[config.mk]
export PLATFORM = sky130hd
export DESIGN_NAME = hazard_ctrl
export DESIGN_NICKNAME = d
export VERILOG_FILES = /design/src/rtl/hazard_ctrl_pkg.sv /design/src/rtl/hazard_ctrl_sat_counter.sv /design/src/rtl/hazard_ctrl.sv
export SDC_FILE = /design/constraint.sdc
export NUM_CORES = 1
export LEC_CHECK = 0
export CAP_MARGIN = 20
export CORE_MARGIN = 2
export CORE_UTILIZATION = 50
export CTS_BUF_LIST = sky130_fd_sc_hd__clkbuf_8 sky130_fd_sc_hd__clkbuf_16
export CTS_CLUSTER_SIZE = 8
export DETAILED_ROUTE_END_ITERATION = 12
export PLACE_DENSITY = 0.79
export RECOVER_POWER = 25
export SLEW_MARGIN = 20
export SYNTH_ARGS = -nofsm -noshare
export SYNTH_HDL_FRONTEND = slang
export SYNTH_HIERARCHICAL = 1
export SYNTH_SLANG_ARGS = --single-unit
[constraint.sdc]
create_clock -name CLK -period 3 [get_ports CLK]
set_clock_uncertainty 0.1 [all_clocks]
set_input_delay 0.45 -clock CLK [delete_from_list [all_inputs] [get_ports CLK]]
set_output_delay 0.45 -clock CLK [all_outputs]
set_load 0.005 [all_outputs]
[src/rtl/hazard_ctrl_pkg.sv]
// Shared pipeline definitions: hazard FSM state encoding and default timing constants.
// No logic; imported by the hazard controller and its sub-modules.
package hazard_ctrl_pkg;

  typedef enum logic [1:0] {
    ST_RUN      = 2'd0,
    ST_FLUSH    = 2'd1,
    ST_MEM_WAIT = 2'd2,
    ST_ERROR    = 2'd3
  } hz_state_t;

  localparam int DEF_FLUSH_CYCLES = 1;
  localparam int DEF_MEM_TIMEOUT  = 255;

endpackage

[src/rtl/hazard_ctrl_sat_counter.sv]
// Up-counter that sticks at all-ones instead of wrapping; synchronous active-high clear.
// One-cycle update latency; no backpressure.
module sat_counter #(
  parameter int W = 16
) (
  input  logic         clk,
  input  logic         rst,
  input  logic         inc,
  output logic [W-1:0] count
);

  always_ff @(posedge clk) begin
    if (rst) begin
      count <= '0;
    end else if (inc && (count != '1)) begin
      count <= count + W'(1);
    end
  end

endmodule

[src/rtl/hazard_ctrl.sv]
// Pipeline hazard controller: load-use stall, jump flush, data-memory wait/timeout.
// Controls are combinational in the cycle the hazard is seen; memory wait freezes the whole pipe.
module hazard_ctrl
  import hazard_ctrl_pkg::*;
#(
  parameter int FLUSH_CYCLES = DEF_FLUSH_CYCLES,
  parameter int MEM_TIMEOUT  = DEF_MEM_TIMEOUT
) (
  input  logic        CLK,
  input  logic        RST,
  input  logic [4:0]  ID_REG_RA1,
  input  logic [4:0]  ID_REG_RA2,
  input  logic        ID_UsesRA2,
  input  logic        EX_MemRead,
  input  logic [4:0]  EX_REG_WA,
  input  logic        EX_JumpTaken,
  input  logic        DMEM_REQ,
  input  logic        DMEM_READY,
  output logic        PC_WE,
  output logic        IF_ID_WE,
  output logic        IF_ID_FLUSH,
  output logic        ID_EX_BUBBLE,
  output logic        PIPE_HOLD,
  output logic        MEM_ERR,
  output logic [15:0] STALL_CNT
);

  localparam logic [2:0] FLUSH_LOAD = 3'(FLUSH_CYCLES);
  localparam logic [7:0] TIMEOUT_M1 = 8'(MEM_TIMEOUT - 1);

  hz_state_t  state_q, state_d;
  hz_state_t  saved_q, saved_d;
  logic [2:0] flush_q, flush_d;
  logic [7:0] wait_q, wait_d;
  logic       mem_err_q, mem_err_d;
  logic       mem_stall;
  logic       load_use;

  assign mem_stall = DMEM_REQ & ~DMEM_READY;
  assign load_use  = EX_MemRead & (EX_REG_WA != 5'd0) &
                     ((EX_REG_WA == ID_REG_RA1) | (ID_UsesRA2 & (EX_REG_WA == ID_REG_RA2)));

  always_ff @(posedge CLK) begin
    if (RST) begin
      state_q   <= ST_RUN;
      saved_q   <= ST_RUN;
      flush_q   <= '0;
      wait_q    <= '0;
      mem_err_q <= 1'b0;
    end else begin
      state_q   <= state_d;
      saved_q   <= saved_d;
      flush_q   <= flush_d;
      wait_q    <= wait_d;
      mem_err_q <= mem_err_d;
    end
  end

  always_comb begin
    state_d      = state_q;
    saved_d      = saved_q;
    flush_d      = flush_q;
    wait_d       = wait_q;
    mem_err_d    = mem_err_q;
    PC_WE        = 1'b1;
    IF_ID_WE     = 1'b1;
    IF_ID_FLUSH  = 1'b0;
    ID_EX_BUBBLE = 1'b0;
    PIPE_HOLD    = 1'b0;

    case (state_q)
      ST_RUN, ST_FLUSH: begin
        if (mem_stall) begin
          // Freeze everything; the flush counter is parked so the flush resumes afterwards.
          PC_WE     = 1'b0;
          IF_ID_WE  = 1'b0;
          PIPE_HOLD = 1'b1;
          saved_d   = state_q;
          wait_d    = '0;
          state_d   = ST_MEM_WAIT;
        end else if (EX_JumpTaken) begin
          IF_ID_FLUSH  = 1'b1;
          ID_EX_BUBBLE = 1'b1;
          flush_d      = FLUSH_LOAD;
          state_d      = (FLUSH_LOAD != 3'd0) ? ST_FLUSH : ST_RUN;
        end else if (load_use) begin
          PC_WE        = 1'b0;
          IF_ID_WE     = 1'b0;
          ID_EX_BUBBLE = 1'b1;
        end else if (state_q == ST_FLUSH) begin
          IF_ID_FLUSH = 1'b1;
          flush_d     = (flush_q != 3'd0) ? flush_q - 3'd1 : 3'd0;
          if (flush_q <= 3'd1) begin
            state_d = ST_RUN;
          end
        end
      end

      ST_MEM_WAIT: begin
        if (DMEM_READY) begin
          wait_d  = '0;
          state_d = saved_q;
        end else begin
          PC_WE     = 1'b0;
          IF_ID_WE  = 1'b0;
          PIPE_HOLD = 1'b1;
          wait_d    = wait_q + 8'd1;
          if (wait_q == TIMEOUT_M1) begin
            state_d   = ST_ERROR;
            mem_err_d = 1'b1;
          end
        end
      end

      ST_ERROR: begin
        PC_WE     = 1'b0;
        IF_ID_WE  = 1'b0;
        PIPE_HOLD = 1'b1;
        mem_err_d = 1'b1;
      end

      default: begin
        state_d = ST_RUN;
      end
    endcase

    if (RST) begin
      PC_WE        = 1'b0;
      IF_ID_WE     = 1'b0;
      IF_ID_FLUSH  = 1'b1;
      ID_EX_BUBBLE = 1'b1;
      PIPE_HOLD    = 1'b0;
    end
  end

  assign MEM_ERR = mem_err_q;

  sat_counter #(.W(16)) u_stall_cnt (
    .clk   (CLK),
    .rst   (RST),
    .inc   (~PC_WE),
    .count (STALL_CNT)
  );

endmodule

Word level (Yosys, flattened, before mapping)
Index checks and enable logic that the tools add are counted.
- $add $sub $neg: 3
- order comparisons: 1
- eq/ne operators: 15
- muxes and demuxes: 39
- bitwise logic cells: 8
- reductions and logical operators: 13
- operator list (operator ; count):
    1-bit two-way mux ; 21
    16-bit by 1-bit adder with 16-bit output, second input constant ; 1
    8-bit two-way mux ; 2
    16-bit != test, second input constant ; 1
    8-bit one-hot mux with 2 select lines ; 1
    2-bit two-way mux ; 7
    3-bit two-way mux ; 4
    4-bit != test, second input constant ; 3
    5-bit equality test ; 2
    8-bit by 1-bit adder with 8-bit output, second input constant ; 1
    8-bit equality test, second input constant ; 1
    2-bit != test, second input constant ; 4
    1-bit one-hot mux with 3 select lines ; 2
    2-bit nonzero test ; 3
    5-bit AND reduction ; 1
    5-bit nonzero test ; 1
    1-bit bitwise AND ; 4
    2-bit equality test, second input constant ; 2
    2-bit one-hot mux with 2 select lines ; 1
    2-bit AND reduction ; 2
    4-bit AND reduction ; 1
    3-bit by 1-bit <= comparator with 1-bit output, second input constant ; 1
    3-bit != test, second input constant ; 1
    1-bit inverter ; 3
    9 further kinds ; 9
- register bits after elaboration: 32
- input bits: 22
- output and inout port bits: 22
- logic and storage cells: 85

Depth between registers and ports, before layout
Gate-level depths: netlist of the first run.
- depth after elaboration: 11
- depth in mapped cells: 9
- mapped depth without buffers: 9

Hierarchy
Netlist of the first run, hierarchy kept.
- modules (own cells, without submodules) (module ; times used ; cells an instance ; area an instance (µm²) ; seq. area each (µm²)):
    hazard_ctrl ; 1 ; 131 ; 1023.5 ; 320.3
    sat_counter ; 1 ; 99 ; 848.3 ; 320.3

Worst setup path before layout of the first run
OpenSTA, ideal clock, no wires.
- kind: input to register
- from: input port EX_REG_WA[4]
- to: register u_stall_cnt.count[7]
- setup time: 70 ps
- arrival: 2221 ps
- required time: 2830 ps
- slack: 609 ps
- cell stages on the path: 9
- path buffers: 1
- path through: xor2_1 nor4_1 a32oi_2 nor2_2 a211o_2 nand2_1 clkbuf_1 or4_1 a21oi_1
- cells in the longest elaborated chain, start to end: 11
- elaborated cells between the ends (all ways): 14
- those cells by class: eq/ne: 2; mux: 5; bitwise: 5; reduce/logical: 2
- ends and longest elaborated chain (item ; line ; text):
    start, declared ; hazard_ctrl.sv:15 ; input logic [4:0] EX_REG_WA,
    5-bit equality test ; hazard_ctrl.sv:41 ; ((EX_REG_WA == ID_REG_RA1) | (ID_UsesRA2 & (EX_REG_WA == ID_REG_RA2)));
    1-bit bitwise AND ; hazard_ctrl.sv:41 ;
    1-bit OR ; hazard_ctrl.sv:41 ;
    1-bit bitwise AND (*) ; hazard_ctrl.sv:40 ; assign load_use = EX_MemRead & (EX_REG_WA != 5'd0) &
    1-bit two-way mux (*) ; hazard_ctrl.sv:86 ; end else if (load_use) begin
    1-bit two-way mux (*) ; hazard_ctrl.sv:81 ; end else if (EX_JumpTaken) begin
    1-bit two-way mux (*) ; hazard_ctrl.sv:73 ; if (mem_stall) begin
    1-bit one-hot mux with 3 select lines (*) ; hazard_ctrl.sv:71 ; case (state_q)
    1-bit two-way mux (*) ; hazard_ctrl.sv:127 ; if (RST) begin
    1-bit inverter (*) ; hazard_ctrl.sv:141 ; .inc (~PC_WE),
    1-bit logical AND (*) ; hazard_ctrl_sat_counter.sv:15 ; end else if (inc && (count != '1)) begin
    end signal, assigned ; hazard_ctrl_sat_counter.sv:16 ; count <= count + W'(1);
    end, declared ; hazard_ctrl_sat_counter.sv:9 ; output logic [W-1:0] count
Mark *: on every way between the ends. The rest lies on a longest branch, timed or not.
A chain may end at the register's enable or synchronous reset.

Worst setup path after layout of the first run
- from: input port EX_REG_WA[1]
- to: output port PC_WE
- cells in the longest elaborated chain, start to end: 9
- elaborated cells between the ends (all ways): 12
- those cells by class: eq/ne: 2; mux: 5; bitwise: 4; reduce/logical: 1
- ends and longest elaborated chain (item ; line ; text):
    5-bit equality test ; hazard_ctrl.sv:41 ;
    1-bit bitwise AND ; hazard_ctrl.sv:41 ;
    1-bit OR ; hazard_ctrl.sv:41 ;
    1-bit bitwise AND (*) ; hazard_ctrl.sv:40 ;
    1-bit two-way mux (*) ; hazard_ctrl.sv:86 ;
    1-bit two-way mux (*) ; hazard_ctrl.sv:81 ;
    1-bit two-way mux (*) ; hazard_ctrl.sv:73 ;
    1-bit one-hot mux with 3 select lines (*) ; hazard_ctrl.sv:71 ;
    1-bit two-way mux (*) ; hazard_ctrl.sv:127 ;
    end, declared ; hazard_ctrl.sv:19 ; output logic PC_WE,
Marks and branches as above.

==> results.md, run 1 <==
- The count of buffers inserted at the top-level ports is 43.
- Detailed routing inserted a total of 1890 vias.
- The class of the tightest hold or removal check is reg -> reg.
- Once the floorplan was initialized, standard cells occupied 51.5% of the core.
- The post-place instance area is 2460 µm².
- sky130_fd_sc_hd__dfxtp_1 is the most common cell in the netlist.
- The reported max-cap violation count is 0.
- The proportion of netlist area held by the largest area contributor is 34.2%.
- In this run the tightest slew margin relative to its limit is 59.7%.
- The worst setup path is captured at an output port.
- The clock sink count is 32.
- For this run, design rule violations remaining after detail routing come to 0.
- The launching element type of the critical path is an input pin.
- The total overflow reported by the global router is 0.
- The minimum period implied by the final worst setup slack is 2880 ps.
- During synthesis, Yosys emitted a total of 6 warnings.
- The power density relative to cell area is 361 nW/µm².
- The width of the die is 65.2 µm.
- Setup repair after global routing left no endpoint under its margin.
- The number of H-tree levels is 2.
- The detailed-router iteration count before antenna repair is 4.
- Across the VDD grid, the largest voltage drop is 0.000345 V.
- The number of nets in the layout is 319.
- The area of all placed cells without fillers is 2580 µm².
- The area of all sequential standard cells is 641 µm².
- The number of buffers created by CTS is 5.
- TritonCTS built the clock tree.
- In this run the core area contains 22 standard-cell rows.
- The I/O pin count is 44.
- The DRC marker count from the first detailed-route iteration is 127.
- Setup violations remaining at the end of the flow were counted as 0.
- Summing the sequential cell areas from Yosys gives 34.2% of the chip area.
- The number of antenna violations at the first check in global routing is 0.
- In this run the mean area of a mapped cell was 8.14 µm².
- In the final layout, the multi-input gates occupy 1170 µm².
- The arrival time of the worst setup path is 2330 ps.
- In this run the worst path has a maximum fanout of 3.
- The antenna diode count is 0.
- Once detail routing completed, the nets flagged for antenna violations numbered 0.
- Total power for the finished layout comes to 931 µW.
- The floorplan step defined a die boundary enclosing 4250 µm².
- By area the synthesized netlist is led by sky130_fd_sc_hd__dfxtp_1 (34%), sky130_fd_sc_hd__xor2_1 (5.6%), sky130_fd_sc_hd__a21oi_1 (5.1%).
- The core outline area is 3630 µm².
- Of all flip-flops after synthesis, the portion carrying an async set or reset was 0%.
- Ranked by instance count, the synthesized netlist is headed by sky130_fd_sc_hd__dfxtp_1 (32), sky130_fd_sc_hd__nor2_1 (25), sky130_fd_sc_hd__a21oi_1 (19), sky130_fd_sc_hd__nand2_1 (17).
- The number of endpoints with negative hold slack in the final report is 0.
- Entering global routing, the biggest net connects 22 pins.
- The congestion estimate from routability-driven global placement came to 0.881.
- The number of global-route vias before repair is 1784.
- The run finished with clean final reports.
- Clock-pin slew was measured on the worst setup and hold paths at 70 ps.
- Clock tree synthesis selected as its root buffer the cell sky130_fd_sc_hd__clkbuf_8.
- After layout, the worst path uses 95.9% of the clock period.
- Timing would allow up to 347 MHz.
- The routed via count divided by cell count is 5.54.
- Among all flip-flop cells after synthesis, the most frequent one is sky130_fd_sc_hd__dfxtp_1.
- The transition time at the pin with the least slew margin is 597 ps.
- The setup total negative slack is 0 ps.
- Synthesis instantiated 49 different standard cells from the library.
- Across every metal layer, demand over resource in global routing totals 23.1%.
- The clock latency on the worst-skew pair is 290 ps.
- The worst setup path is of the in -> out kind.
- The die height is 65.2 µm.
- Counting along the longest clock path gives a buffer depth of 2.
- From synthesis to final layout, the design area changed by 37.8%.
- After detailed routing, the average wire length per cell comes to 13.2 µm.
- The wire-length estimate of the detail-placed layout is 3350 µm.
- The required time of the worst setup path is 2450 ps.
- The cell count after synthesis is 230.
- The mapped cell area is 1870 µm².
- The total routed wirelength is 4500 µm.
- The first global-routing pass estimated 7830 µm of wire.
- The biggest area contributor in the post-synthesis netlist is sky130_fd_sc_hd__dfxtp_1.
- The number of flops mapped to enable cells by yosys is 0.
- Counting every net in the synthesized netlist gives 257.
- The leakage power total is 0.000982 µW.
- The max-slew violation count is 0.
- Counting the fill cells in the layout gives 325.
- The synthesized design contains 32 register bits.
- The share of cells above drive strength 1 is 13.7%.
[state kept, by name, indices dropped and copies added (netlist names)]
register / count
MEM_ERR: 1
flush_q: 3
saved_q: 2
state_q: 2
u_stall_cnt/count: 16
wait_q: 8
[worst max-delay path, cell delays in order]
cell and delay, ps:
sky130_fd_sc_hd__clkdlybuf4s50_1 410, sky130_fd_sc_hd__or4_4 550, sky130_fd_sc_hd__o21ai_4 150, sky130_fd_sc_hd__nor2_2 60, sky130_fd_sc_hd__buf_4 130, sky130_fd_sc_hd__a211o_2 290, sky130_fd_sc_hd__inv_1 60, sky130_fd_sc_hd__dlygate4sd2_1 220
[layout by cell type (no fill, tap or decap), types with 8 or more instances in the layout]
| cell type | instances |
|---|---|
| sky130_fd_sc_hd__a21oi_1 | 19 |
| sky130_fd_sc_hd__buf_4 | 19 |
| sky130_fd_sc_hd__clkdlybuf4s50_1 | 27 |
| sky130_fd_sc_hd__dfxtp_1 | 32 |
| sky130_fd_sc_hd__dlygate4sd3_1 | 10 |
| sky130_fd_sc_hd__inv_1 | 11 |
| sky130_fd_sc_hd__nand2_1 | 17 |
| sky130_fd_sc_hd__nand3_1 | 11 |
| sky130_fd_sc_hd__nor2_1 | 25 |
| sky130_fd_sc_hd__nor3_1 | 8 |
| sky130_fd_sc_hd__o21ai_0 | 11 |
| sky130_fd_sc_hd__or4_1 | 9 |
| sky130_fd_sc_hd__xor2_1 | 12 |
[power by group]
group	internal [µW]	total (µW)	switching, µW	leakage [µW]
clock network	183	346	163	0.0000486
registers	432	443	10.7	0.000259
logic	76.5	142	65.7	0.000675
total	692	931	239	0.000982
[kinds of logic (layout without fill, tap and decap cells)]
family | after synthesis | count (layout) | synth area share (%)
mux | 3 | 3 | 1.67
flops | 32 | 32 | 34.2
buf+inv | 18 | 81 | 3.88
xor+xnor | 15 | 15 | 7.02
simple gates | 102 | 102 | 30.5
compound gates | 55 | 55 | 19.4
fa+ha+maj | 5 | 5 | 3.34
[what timing repair did]
item,4_1_cts,5_1_grt
setup buffers,0,2
hold buffers,0,0
endpoints found under the hold margin,0,0
setup endpoints to repair,4,2
pin swaps,1,3
gates resized for setup,6,3
[routing by layer]
layer	GRT usage (%)	routed length, µm
met1	28.4	2080
met2	40.9	2180
met3	4.28	183
met4	7.03	54
met5	0	0
[final cells by class]
class | count | area share (%)
tap | 48 | 2.33
multi-input combinational | 180 | 45.4
timing repair buffer | 63 | 22.4
clock buffer | 6 | 3.20
inverter | 10 | 1.46
sequential | 32 | 24.8
clock inverter | 2 | 0.437
[metrics by stage]
stage | setup slack, ps | util (%) | std cells | hold slack, ps
finish | 122 | 71.0 | 341 | 373
global route | 2.27 | 71.0 | 341 | 400
CTS | 0.454 | 70.5 | 339 | 372
detailed placement | -159 | 67.8 | 331 | 361
global placement | -65.8 | 67.8 | 331 | 350
floorplan | 609 | - | 230 | 331
[final timing paths]
| check | startpoint | endpoint | slack, ps | cells past startpoint |
|---|---|---|---|---|
| setup / recovery | EX_REG_WA[1] | PC_WE | 120 | 8 |
| hold reg to reg | wait_q[7]$_SDFFE_PP0P_ | wait_q[7]$_SDFFE_PP0P_ | 370 | 1 |
| hold / removal | wait_q[7]$_SDFFE_PP0P_ | wait_q[7]$_SDFFE_PP0P_ | 370 | 1 |
| setup reg to reg | state_q[1]$_SDFFE_PP0P_ | u_stall_cnt/count[8]$_SDFFE_PP0P_ | 850 | 8 |
No activity file was read; power rests on OpenSTA's default activity.
==> run 2: changes to the inputs <==
--- a/config.mk
+++ b/config.mk
@@ -11,6 +11,7 @@
 export CTS_BUF_LIST = sky130_fd_sc_hd__clkbuf_8 sky130_fd_sc_hd__clkbuf_16
 export CTS_CLUSTER_SIZE = 8
 export DETAILED_ROUTE_END_ITERATION = 12
+export GPL_TIMING_DRIVEN = 0
 export PLACE_DENSITY = 0.79
 export RECOVER_POWER = 25
 export SLEW_MARGIN = 20
==> run 2 against run 1 <==
  * Hold slack better by 7.6 ps
  * Global-route usage decreased by 0.82 points
  * Via count decreased by 1.2%
  * Final area is 2.4% lower
  * Count of clock-buffer cells in the layout stayed put
  * Critical path depth increased by 1
  * Clock power about the same
  * Power shrank 0.80%
  * Largest cell class unchanged
==> results.md, run 2 (same netlist as run 1, synthesis figures left out) <==
- The run finished with clean final reports.
- The top achievable clock speed is 360 MHz.
- After detailed routing, the total wire length is 4530 µm.
- Dividing the final minimum period by the clock period gives 92.6%.
- The leakage power total is 0.000939 µW.
- The total area inside the core boundary comes to 3630 µm².
- The arrival time of the worst setup path is 2230 ps.
- The post-synthesis to final-layout area growth is 34.5%.
- In the final layout, the share of cells above drive strength 1 is 10.5%.
- The repair_antennas step left the layout with diodes totalling 0.
- The total of endpoints with negative setup slack in the final report is 0.
- The number of core rows is 22.
- In this run, CTS created clock tree buffers numbering 5.
- The number of H-tree levels is 2.
- The number of nets in the layout is 311.
- The aggregate global-route resource usage is 22.3%.
- The master cell of the clock root buffer is sky130_fd_sc_hd__clkbuf_8.
- Setup repair after global routing left no endpoint under its margin.
- The register with the most flip-flops in the layout has 16 of them.
- The filler cells instantiated in the layout total 314.
- The routed length per placed instance is 13.6 µm.
- VDD sags by at most 0.000247 V.
- In the final layout, the multi-input gates occupy 1190 µm².
- The I/O pin count is 44.
- At the end of routability-driven placement, the weighted congestion stood at 0.836.
- In the final layout, the registers with the most flip-flops are u_stall_cnt/count (16), wait_q (8), flush_q (3).
- The clock sink count is 32.
- The initial core utilization is 51.5%.
- The TritonCTS clock tree is built.
- The HPWL after detailed placement is 3240 µm.
- The number of endpoints with negative hold slack in the final report is 0.
- The remaining antenna violation count after routing is 0.
- For the worst-skew pair, the clock arrives at the later sink with an insertion delay of 290 ps.
- The number of antenna violations at the first check in global routing is 0.
- The category of the worst setup path capture point is an output port.
- The number of DRC violations after detailed routing is 0.
- For the pin with the worst max-slew slack, the measured transition is 612 ps.
- The min-delay analysis places its worst path in the category reg -> reg.
- The floorplan die area is 4250 µm².
- The class of the most critical setup path is in -> out.
- Leaving out fill and tap cells, the most frequent cell in the layout is sky130_fd_sc_hd__dfxtp_1.
- The register containing the most flip-flops in the final layout is u_stall_cnt/count.
- Across the whole layout, storage elements account for 641 µm².
- The via count of the routed design is 1867.
- The first global-routing pass estimated 7530 µm of wire.
- The number of global-route vias before repair is 1722.
- For the worst setup path, the data required time is 2450 ps.
- The clock slew seen by the registers of the worst setup and hold paths is 70 ps.
- Buffers inserted to repair hold after CTS numbered 0.
- STA classifies the critical path startpoint as an input pin.
- The utilization after layout is 69.3%.
- The design draws 924 µW.
- The power density relative to cell area is 367 nW/µm².
- The detailed-router iteration count before antenna repair is 4.
- The pin count of the biggest net entering global routing is 11.
- The largest fanout of any net on the critical path is 2.
- The total overflow reported by the global router is 0.
- The count of buffers inserted at the top-level ports is 43.
- Leaving out fill and tap cells, the most frequent cells in the layout are sky130_fd_sc_hd__dfxtp_1 (32), sky130_fd_sc_hd__nor2_1 (25), sky130_fd_sc_hd__clkdlybuf4s50_1 (23).
- The width of the die is 65.2 µm.
- Headroom to the max-slew limit came out at 58.7%.
- The DRC marker count from the first detailed-route iteration is 164.
- The worst hold slack after final layout is 381 ps.
- The buffer depth of the longest clock path is 2.
- The smallest clock period supported by the final layout is computed as 2780 ps.
- The max-slew violation count was 0.
- The die height is 65.2 µm.
- Max-cap violations in this run came to 0.
- After detailed routing, the number of vias per cell comes to 5.61.
[run 2: where the power goes]
group,internal [µW],total (µW),switching (µW)
clock,183,344,162
combinational,69.0,140,70.5
sequential,432,440,7.26
[run 2: worst max-delay path, cell delays in order]
cell                              delay, ps
sky130_fd_sc_hd__clkdlybuf4s50_1        470
sky130_fd_sc_hd__xor2_1                 180
sky130_fd_sc_hd__nor4_2                  80
sky130_fd_sc_hd__a32oi_2                280
sky130_fd_sc_hd__nor2_4                  60
sky130_fd_sc_hd__a211o_4                350
sky130_fd_sc_hd__inv_2                   60
sky130_fd_sc_hd__buf_4                   90
sky130_fd_sc_hd__dlygate4sd2_1          220
[run 2: timing repair]
action / in CTS / in global routing
pin swaps: 6 / 5
setup endpoints to repair: 4 / 3
resized for setup: 14 / 4
setup buffers: 4 / 0
[run 2: path summary, 6_finish.rpt]
| path | from | end | slack [ps] | cells past startpoint |
|---|---|---|---|---|
| worst min register to register | wait_q[7]$_SDFFE_PP0P_ | wait_q[7]$_SDFFE_PP0P_ | 380 | 1 |
| worst min-delay path | wait_q[7]$_SDFFE_PP0P_ | wait_q[7]$_SDFFE_PP0P_ | 380 | 1 |
| worst max-delay path | ID_REG_RA2[2] | PC_WE | 220 | 9 |
| worst max register to register | state_q[0]$_SDFFE_PP0P_ | u_stall_cnt/count[13]$_SDFFE_PP0P_ | 680 | 9 |
[run 2: area by class of cell]
cell class                 count  share of cell area (%)
timing repair buffer          47                    18.4
inverter                      10                    1.49
sequential                    32                    25.4
tap                           48                    2.39
multi-input combinational    180                    47.1
buffer                         8                    1.39
clock buffer                   6                    3.28
clock inverter                 2                   0.447
[run 2: stage by stage]
stage	area [µm²]	TNS [ps]	setup WS (ps)	cells
finish	2520	0	222	333
CTS	2500	0	32.7	333
detailed placement	2360	-2190	-342	321
floorplan	1870	0	609	230
global route	2520	0	72.8	333
global placement	2360	-2280	-327	321
[run 2: layer usage]
metal	share of wire (%)	up-vias	wire length [µm]	GRT usage, %
li1	-	953	-	-
met1	45	860	2030	27.2
met2	49	47	2210	39.0
met3	4.9	7	222	4.62
met4	1.3	0	61	7.29
met5	0	-	0	0
